### config.mk
export PLATFORM = sky130hd
export DESIGN_NAME = ysyx_23060136_exu_alu_stage
export DESIGN_NICKNAME = d
export VERILOG_FILES = /design/src/rtl/ysyx_23060136_exu_alu_stage.sv
export SDC_FILE = /design/constraint.sdc
export NUM_CORES = 1
export LEC_CHECK = 0
export CAP_MARGIN = 20
export CORE_MARGIN = 2
export CORE_UTILIZATION = 59
export DETAILED_ROUTE_END_ITERATION = 10
export PLACE_DENSITY_LB_ADDON = 0.1
export SYNTH_ARGS = -nofsm -noshare
export SYNTH_HDL_FRONTEND = slang
export SYNTH_SLANG_ARGS = --single-unit
export TNS_END_PERCENT = 10
### constraint.sdc
create_clock -name clk -period 6.3 [get_ports clk]
set_input_delay 0.945 -clock clk [delete_from_list [all_inputs] [get_ports clk]]
set_output_delay 0.945 -clock clk [all_outputs]
set_load 0.05 [all_outputs]
### src/rtl/ysyx_23060136_exu_alu_stage.sv
// EXU ALU stage: one-slot registered pipeline stage that computes the integer ALU result
// and hands it downstream under valid/ready. Also holds the barrel shifter it uses.

module ysyx_23060136_EXU_SHIFT #(
    parameter int W = 32,
    parameter int S = 5
) (
    input  logic [W-1:0] din,
    input  logic [S-1:0] shamt,
    input  logic         LR,     // 1: shift left, 0: shift right
    input  logic         AL,     // 1: arithmetic (sign fill) on right shifts
    output logic [W-1:0] dout
);
    logic [W-1:0] din_rev;
    logic [W-1:0] res_rev;
    logic [W-1:0] stage [0:S];
    logic         fill;

    // Left shifts reuse the right-shift network on a bit-reversed operand.
    genvar gi;
    generate
        for (gi = 0; gi < W; gi++) begin : g_rev
            assign din_rev[gi] = din[W-1-gi];
            assign res_rev[gi] = stage[S][W-1-gi];
        end
    endgenerate

    assign fill     = AL & ~LR & din[W-1];
    assign stage[0] = LR ? din_rev : din;

    generate
        for (gi = 0; gi < S; gi++) begin : g_stage
            localparam int SH = 1 << gi;
            assign stage[gi+1] = shamt[gi] ? {{SH{fill}}, stage[gi][W-1:SH]} : stage[gi];
        end
    endgenerate

    assign dout = LR ? res_rev : stage[S];
endmodule

module ysyx_23060136_exu_alu_stage #(
    parameter int DATA_W  = 32,
    parameter int SHAMT_W = 5,
    parameter int RD_W    = 5
) (
    input  logic              clk,
    input  logic              rst,
    input  logic              flush,
    input  logic              idu_valid,
    output logic              idu_ready,
    input  logic [DATA_W-1:0] idu_pc,
    input  logic [DATA_W-1:0] idu_src1,
    input  logic [DATA_W-1:0] idu_src2,
    input  logic [3:0]        idu_alu_op,
    input  logic [RD_W-1:0]   idu_rd,
    input  logic              idu_wb_en,
    output logic              exu_valid,
    input  logic              exu_ready,
    output logic [DATA_W-1:0] exu_pc,
    output logic [DATA_W-1:0] exu_result,
    output logic [RD_W-1:0]   exu_rd,
    output logic              exu_wb_en,
    output logic              exu_illegal,
    output logic [31:0]       exu_fire_cnt
);
    localparam logic [3:0] OP_ADD   = 4'd0;
    localparam logic [3:0] OP_SUB   = 4'd1;
    localparam logic [3:0] OP_SLL   = 4'd2;
    localparam logic [3:0] OP_SLT   = 4'd3;
    localparam logic [3:0] OP_SLTU  = 4'd4;
    localparam logic [3:0] OP_XOR   = 4'd5;
    localparam logic [3:0] OP_SRL   = 4'd6;
    localparam logic [3:0] OP_SRA   = 4'd7;
    localparam logic [3:0] OP_OR    = 4'd8;
    localparam logic [3:0] OP_AND   = 4'd9;
    localparam logic [3:0] OP_PASSB = 4'd10;

    logic              valid_q,   valid_d;
    logic [DATA_W-1:0] pc_q,      pc_d;
    logic [DATA_W-1:0] result_q,  result_d;
    logic [RD_W-1:0]   rd_q,      rd_d;
    logic              wb_en_q,   wb_en_d;
    logic              illegal_q, illegal_d;
    logic [31:0]       cnt_q,     cnt_d;

    logic              in_fire;
    logic              out_fire;
    logic              op_legal;
    logic [DATA_W-1:0] shift_res;
    logic [DATA_W-1:0] alu_res;

    assign idu_ready = ~flush & (~valid_q | exu_ready);
    assign in_fire   = idu_valid & idu_ready;
    assign out_fire  = valid_q & exu_ready;
    assign op_legal  = (idu_alu_op <= OP_PASSB);

    ysyx_23060136_EXU_SHIFT #(
        .W (DATA_W),
        .S (SHAMT_W)
    ) u_shift (
        .din   (idu_src1),
        .shamt (idu_src2[SHAMT_W-1:0]),
        .LR    (idu_alu_op == OP_SLL),
        .AL    (idu_alu_op == OP_SRA),
        .dout  (shift_res)
    );

    always_comb begin
        alu_res = '0;
        case (idu_alu_op)
            OP_ADD:   alu_res = idu_src1 + idu_src2;
            OP_SUB:   alu_res = idu_src1 - idu_src2;
            OP_SLL,
            OP_SRL,
            OP_SRA:   alu_res = shift_res;
            OP_SLT:   alu_res = {{(DATA_W-1){1'b0}}, ($signed(idu_src1) < $signed(idu_src2))};
            OP_SLTU:  alu_res = {{(DATA_W-1){1'b0}}, (idu_src1 < idu_src2)};
            OP_XOR:   alu_res = idu_src1 ^ idu_src2;
            OP_OR:    alu_res = idu_src1 | idu_src2;
            OP_AND:   alu_res = idu_src1 & idu_src2;
            OP_PASSB: alu_res = idu_src2;
            default:  alu_res = '0;
        endcase
    end

    // Flush wins over a new op; the counter still sees a handshake that coincides with flush.
    always_comb begin
        valid_d   = valid_q;
        pc_d      = pc_q;
        result_d  = result_q;
        rd_d      = rd_q;
        wb_en_d   = wb_en_q;
        illegal_d = illegal_q;
        cnt_d     = out_fire ? cnt_q + 32'd1 : cnt_q;
        if (flush) begin
            valid_d = 1'b0;
        end else if (in_fire) begin
            valid_d   = 1'b1;
            pc_d      = idu_pc;
            result_d  = alu_res;
            rd_d      = idu_rd;
            wb_en_d   = idu_wb_en & op_legal;
            illegal_d = ~op_legal;
        end else if (out_fire) begin
            valid_d = 1'b0;
        end
    end

    always_ff @(posedge clk) begin
        if (rst) begin
            valid_q   <= 1'b0;
            pc_q      <= '0;
            result_q  <= '0;
            rd_q      <= '0;
            wb_en_q   <= 1'b0;
            illegal_q <= 1'b0;
            cnt_q     <= '0;
        end else begin
            valid_q   <= valid_d;
            pc_q      <= pc_d;
            result_q  <= result_d;
            rd_q      <= rd_d;
            wb_en_q   <= wb_en_d;
            illegal_q <= illegal_d;
            cnt_q     <= cnt_d;
        end
    end

    assign exu_valid    = valid_q;
    assign exu_pc       = pc_q;
    assign exu_result   = result_q;
    assign exu_rd       = rd_q;
    assign exu_wb_en    = wb_en_q;
    assign exu_illegal  = illegal_q;
    assign exu_fire_cnt = cnt_q;
endmodule

==> parameters.txt, run 1 <==
Parameter                              Value

Die
  Width of the die    146.0 microns
  Standard cell core area    19,650 sq um
  IO Count    216
  Die boundary height    146.0 microns
  # rows    51
  Effective utilization at floorplan    60.53%
  Die area    21,310 sq um

STA
  Final setup TNS    0 ns
  Worst Max-Slew Pin Slew    1.274 ns
  Final worst clock skew    0.02280 ns
  Fin. Hold Viols    0
  Total setup violations reported at the end of the flow    0
  RSZ-0062 raised after global routing    false
  Max-slew headroom at the worst pin    15.06%
  Final worst-path cycle share    between 70% and 80%
  Tmin final    4.770 ns
  Fmax    roughly 210 MHz
  Slew Limit Fails    0

Logic synthesis
  Synth Flop Type    dfxtp_1
  Number of cells produced by synthesis    1,603
  Syn Nets    1,813
  Post-synth design cell area    11,900 sq um
  Number of synthesized register bits    104
  Count of flip-flops with a built-in enable after synthesis    0
  Number of different library cells in the post-synthesis netlist    86
  Yosys warns    0
  Share of synthesized registers carrying an async set or reset    0%
  Fraction of the yosys area taken by sequential cells    17.50%
  Avg Inst Size Synth    approximately 7.4 sq um

Global routing
  Overall fraction of global-route tracks in use    45.53%
  GRT Residual Overflow    0
  Routing layer with the top usage in global route    met2
  Met3 GRT Util    14.51%
  Antenna violations before repair    0
  First-pass GRT wire length    76,650 microns
  Met2 GRT Util    68.61%
  Via count of the first global-routing pass    ~13k
  Met1 routing resource usage after global routing    56.01%
  Pin count of the biggest net entering global routing    between 100 and 150

Critical path
  Highest cell delay on the worst timing path    0.81 ns
  Cell with the largest stage delay on the worst path    clkdlybuf4s50_1
  Startpoint Class    input pin
  Crit-path leading delay family    compound AO/OA/AOI/OAI gates
  R2R cell count    7
  Minimum setup slack among reg-to-reg paths    3.38 ns
  Reg-to-Reg Start    exu_valid
  Data required time of the worst path    6.56 ns
  Capturing element type of the critical path    flip-flop
  Endpoint of the most critical register-to-register path    exu_result[15]
  Cell breakdown of the critical path    clkdlybuf4s50_1, inv_1, ha_1, nand2_1, nor4_1, nand4_1, o311ai_1, a41oi_1, o21bai_1, xnor2_1, o22ai_1, o21a_1
  Number of buffer and inverter instances along the worst setup path    2
  Critical Path Fanout Max    11
  Data arrival time of the worst path    5.03 ns
  Startpoint-to-endpoint class of the critical path    in2reg

Place
  DP HPWL    37,580 microns
  Placed standard-cell area    14,090 sq um
  Routability-driven placement congestion ratio    1.114
  Number of buffers added on ports    215

Clock tree
  CTS resizes    0
  Clk slew on worst S/H paths    0.08 ns
  Number of buffers inserted to repair setup after CTS    0
  TritonCTS clock tree    built
  Clock latency reported for the late side of the worst-skew pair    0.38 ns
  Clock buffers created by TritonCTS    9
  Sink Count    104
  Root buffer selected by CTS    clkbuf_16
  CTS H-Tree Depth    3
  Clock buffer depth    2
  Total of hold buffers inserted after clock tree synthesis    0

Hold path
  Cells on Worst Hold Path    2
  Hold Crit Class    reg2reg
  Terminating pin of the worst hold path    exu_pc[0]
  HP Start    exu_pc[0]

Cells and area
  Final non-filler cell area    14,430 sq um
  Net count, final    ~1.9k
  Fraction of final layout cells sized beyond drive strength 1    around 6.2%
  Area delta synth->final    21.26%
  Diodes inserted    0

Pwr
  Combinational share of power    ~44%
  Proportion of total power due to net switching    42.29%
  Part of the total power dissipated in the clock network    26.2%
  Leakage dissipation    5.583 nW
  Net load switching power    0.9673 mW
  Power share of the sequential group    30.1%
  P_int    1.320 mW
  Peak VDD IR    roughly 120 uV
  Cell area power density    approximately 160 nW/um^2

Drt
  Final WL    50,410 microns
  ANT nets after route    0
  First-pass iteration count of the detailed router    7
  Initial detailed-routing violation count    2,502
  Count of vias placed by the detailed router    14.28k
  Detail-routed net length per standard cell    25.17 microns
  Detailed-route vias per instance    7.127
  Post-detailed-route DRC marker count    0

Outcome
  Outcome    finished clean

Run
  Max Cap Violations    0
power by group through the flow:
| stage | Clock, mW | Combinational (mW) | Sequential [mW] |
|---|---|---|---|
| floorplan | 0 | 0.545 | 0.767 |
| finish | 0.600 | 0.998 | 0.689 |
| CTS | 0.598 | 0.953 | 0.688 |
| detailed placement | 0 | 0.948 | 0.704 |
| global placement | 0 | 0.933 | 0.703 |
| global route | 0.627 | 1.04 | 0.691 |
placed cells by master (no fill, tap or decap), types with 28 or more instances in the layout:
master	instances
a21oi_1	177
a211oi_1	30
nor2_1	135
clkdlybuf4s50_1	214
nor3_1	31
nand2_1	190
nand3_1	40
ha_1	97
o21ai_0	82
buf_4	28
mux2i_1	57
dfxtp_1	104
inv_1	94
layer usage:
layer | up-vias | wire length, microns
met5 | - | 0
met4 | 0 | 4224
met3 | 308 | 7571
met2 | 1278 | 20890
met1 | 6510 | 17730
li1 | 6180 | -
state kept, by name, indices dropped and copies added (netlist names):
name,count
exu_wb_en,1
exu_rd,5
exu_pc,32
exu_result,32
exu_fire_cnt,32
exu_valid,1
exu_illegal,1
tightest hold or removal path: cells and delay by family (launching register included):
family           cells  cell delay (ns)
AND/OR/NAND/NOR      1             0.05
AO/OA/AOI/OAI        1             0.05
flip-flops           1             0.31
cells in the mapped netlist, drive strengths merged (12+ instances only):
cell type	n	area (sq um)
nor2	137	514.2
clkbuf	99	371.6
mux2i	58	584.3
dfxtp	104	2082
o21ai	83	415.4
a31oi	13	81.33
o2111ai	12	105.1
xor2	23	201.4
a22oi	19	142.6
nand3	40	200.2
nor2b	13	81.33
buf	26	172.7
nor3	31	155.2
a221oi	23	207.7
ha	97	1214
a221o	12	120.1
and3	14	87.58
xnor2	19	173.9
o21bai	16	120.1
a21oi	179	903.4
a211oi	31	237.7
mux4	32	747.0
a222oi	12	120.1
nand4	14	87.58
nor4	12	81.33
inv	95	356.6
a21o	21	157.7
o211ai	25	187.7
nand2	191	716.9
logic make-up after synthesis:
family | count (synthesis) | share of synthesized area, %
adder cells (fa/ha/maj) | 99 | 10.54
buffers and inverters | 221 | 7.604
AND/OR/NAND/NOR | 506 | 19.49
flip-flops | 104 | 17.50
multiplexers | 95 | 11.66
XOR/XNOR | 42 | 3.155
AO/OA/AOI/OAI | 536 | 30.05
area by class of cell:
class | instances | area [sq um]
Multi-Input combinational cell | 1278 | 8947
Timing Repair Buffer | 244 | 2392
Clock inverter | 7 | 86.33
Clock buffer | 9 | 225.2
Inverter | 96 | 360.3
Fill cell | 1591 | 5229
Sequential cell | 104 | 2082
Tap cell | 265 | 331.6
stage by stage:
stage / setup WS [ns] / hold slack (ns) / util, % / total power [mW] / std cells
3_5_place_dp: 1.433 / 0.4473 / 71.71 / 1.652 / 1986
5_1_grt: 1.520 / 0.4712 / 73.40 / 2.361 / 2003
2_1_floorplan: 1.989 / 0.6710 / - / 1.312 / 1603
3_3_place_gp: 1.525 / 0.4407 / 71.71 / 1.636 / 1986
6_report: 1.530 / 0.4546 / 73.40 / 2.288 / 2003
4_1_cts: 1.814 / 0.4579 / 73.29 / 2.240 / 2002
worst max path at each step:
stage                      start        endpoint  slack (ns)  cells after the start
floorplan            idu_src2[3]  exu_result[24]        1.99                     15
global placement     idu_src2[0]  exu_result[30]        1.52                     14
detailed placement  idu_src1[19]  exu_result[27]        1.43                     11
CTS                 idu_src1[19]  exu_result[27]        1.81                     11
global route        idu_src1[15]  exu_result[28]        1.52                     12
finish              idu_src1[19]  exu_result[28]        1.53                     12
(Power assumes the default switching activity.)
==> run 2: changes to the inputs <==
CORE_UTILIZATION = 50   (was 59)
clock period = 3.9 ns   (was 6.3 ns; I/O delays follow)
==> parameters.txt, run 2 (synthesized netlist as in run 1, its figures left out) <==
Parameter                              Value

STA
  Tmin final    3.694 ns
  Total setup violations reported at the end of the flow    0
  Max-slew headroom at the worst pin    between 40% and 50%
  Slew Limit Fails    0
  RSZ-0062 raised after global routing    false
  Final worst clock skew    0.01675 ns
  Final setup TNS    0 ns
  Worst Max-Slew Pin Slew    0.8116 ns
  Final worst-path cycle share    approximately 95%
  Fmax    270.7 MHz
  Fin. Hold Viols    0

Critical path
  Startpoint Class    input pin
  Data required time of the worst path    4.11 ns
  Critical path origin    idu_alu_op[0]
  Reg-to-Reg Start    exu_fire_cnt[6]
  Minimum setup slack among reg-to-reg paths    1.39 ns
  Data arrival time of the worst path    3.90 ns
  Startpoint-to-endpoint class of the critical path    in2reg
  Cell breakdown of the critical path    clkdlybuf4s50_1, nor4b_4, buf_12, mux4_1, buf_4, o22ai_1, nor2_1, a21oi_2, buf_4, nor2_1, a211oi_1, buf_4, a21o_1, a21oi_1
  Highest cell delay on the worst timing path    0.61 ns
  Cell with the largest stage delay on the worst path    mux4_1
  Endpoint of the most critical register-to-register path    exu_fire_cnt[28]
  Critical Path Fanout Max    14
  R2R cell count    9
  Capturing element type of the critical path    flip-flop
  Most Frequent Cell on Critical Path    buf_4

Drt
  ANT nets after route    0
  Post-detailed-route DRC marker count    0
  First-pass iteration count of the detailed router    8
  Count of vias placed by the detailed router    14.65k
  Initial detailed-routing violation count    1,881
  Detailed-route vias per instance    6.489
  Detail-routed net length per standard cell    23.59 microns
  Final WL    53,260 microns

Pwr
  Cell area power density    244.1 nW/um^2
  Leakage dissipation    6.569 nW
  Peak VDD IR    about 210 uV

Clock tree
  Number of buffers inserted to repair setup after CTS    0
  Sink Count    approximately 100
  CTS H-Tree Depth    3
  Root buffer selected by CTS    clkbuf_16
  Clock buffers created by TritonCTS    9
  Clock buffer depth    2
  TritonCTS clock tree    built
  Total of hold buffers inserted after clock tree synthesis    0
  Clock latency reported for the late side of the worst-skew pair    0.37 ns
  Clk slew on worst S/H paths    0.07 ns

Cells and area
  Net count, final    around 2.1k
  Highest-count cells in the layout ignoring fill and taps    buf_4, clkdlybuf4s50_1, nand2_1
  Most common cell after layout, fill and taps aside    buf_4
  Post-layout util    between 60% and 70%
  Fraction of final layout cells sized beyond drive strength 1    between 10% and 20%
  Area delta synth->final    35.11%

Die
  Standard cell core area    about 23,000 sq um
  # rows    56
  Width of the die    approximately 160 microns
  Effective utilization at floorplan    50.83%
  Die boundary height    approximately 160 microns
  Die area    25,040 sq um
  IO Count    216

Hold path
  Terminating pin of the worst hold path    exu_pc[12]
  HP Start    exu_pc[12]
  Hold Crit Class    reg2reg
  Cells on Worst Hold Path    2

Global routing
  Antenna violations before repair    0
  Overall fraction of global-route tracks in use    41.80%
  Via count of the first global-routing pass    13.75k
  GRT Residual Overflow    0
  Pin count of the biggest net entering global routing    63
  First-pass GRT wire length    79,460 microns

Run
  Max Cap Violations    0

Outcome
  Outcome    finished clean

Place
  Number of buffers added on ports    215
  Routability-driven placement congestion ratio    1.068
  DP HPWL    41,240 microns
run 2: worst max-delay path by stage:
stage                           to  slack, ns
finish               exu_result[7]       0.21
global route        exu_result[31]      0.005
CTS                  exu_result[7]       0.12
detailed placement   exu_result[7]      -0.24
global placement     exu_result[7]      -0.14
floorplan           exu_result[24]       0.12
run 2: where the power goes:
group	internal, mW	switching (mW)	total [mW]
Combinational	0.771	1.08	1.85
Clock	0.459	0.501	0.961
Sequential	1.09	0.0205	1.11
run 2: repair_timing:
| item | 4_1_cts | 5_1_grt |
|---|---|---|
| gates resized for setup | 0 | 3 |
| setup endpoints to repair | 0 | 4 |
| endpoints found under the hold margin | 0 | 0 |
run 2: cell type report:
class | count | area [sq um]
multi-input cells | 1278 | 8962
fillers | 2001 | 7330
repair buffers | 444 | 3956
flip-flops and latches | 104 | 2082
well taps | 319 | 399.1
inverters | 96 | 360.3
clock buffers | 9 | 225.2
clock inverters | 7 | 85.08
diodes | 1 | 2.502
run 2: routing by layer:
layer	vias to the layer above	share of wire, %	wire length, microns	GRT usage (%)
met1	6767	38	20140	52.19
met3	226	11	5983	8.628
met2	1090	44	23410	66.11
met5	-	0	0	0
li1	6569	-	-	-
met4	0	7.0	3728	25.95
run 2: critical path: cells and delay by family:
kind	cells	cell delay, ns
compound gates	5	0.98
simple gates	3	0.52
buf+inv	5	1.20
mux	1	0.61
run 2: per-stage QoR:
stage / instance area (sq um) / std cells / hold WS (ns) / setup slack, ns / power (mW)
6_report: 16070 / 2258 / 0.4551 / 0.2055 / 3.924
5_1_grt: 16070 / 2257 / 0.4747 / 0.004612 / 4.073
4_1_cts: 16060 / 2257 / 0.4559 / 0.1207 / 3.878
3_5_place_dp: 15750 / 2241 / 0.4457 / -0.2364 / 2.918
3_3_place_gp: 15750 / 2241 / 0.4414 / -0.1449 / 2.906
2_1_floorplan: 11900 / 1603 / 0.6643 / 0.1227 / 2.119
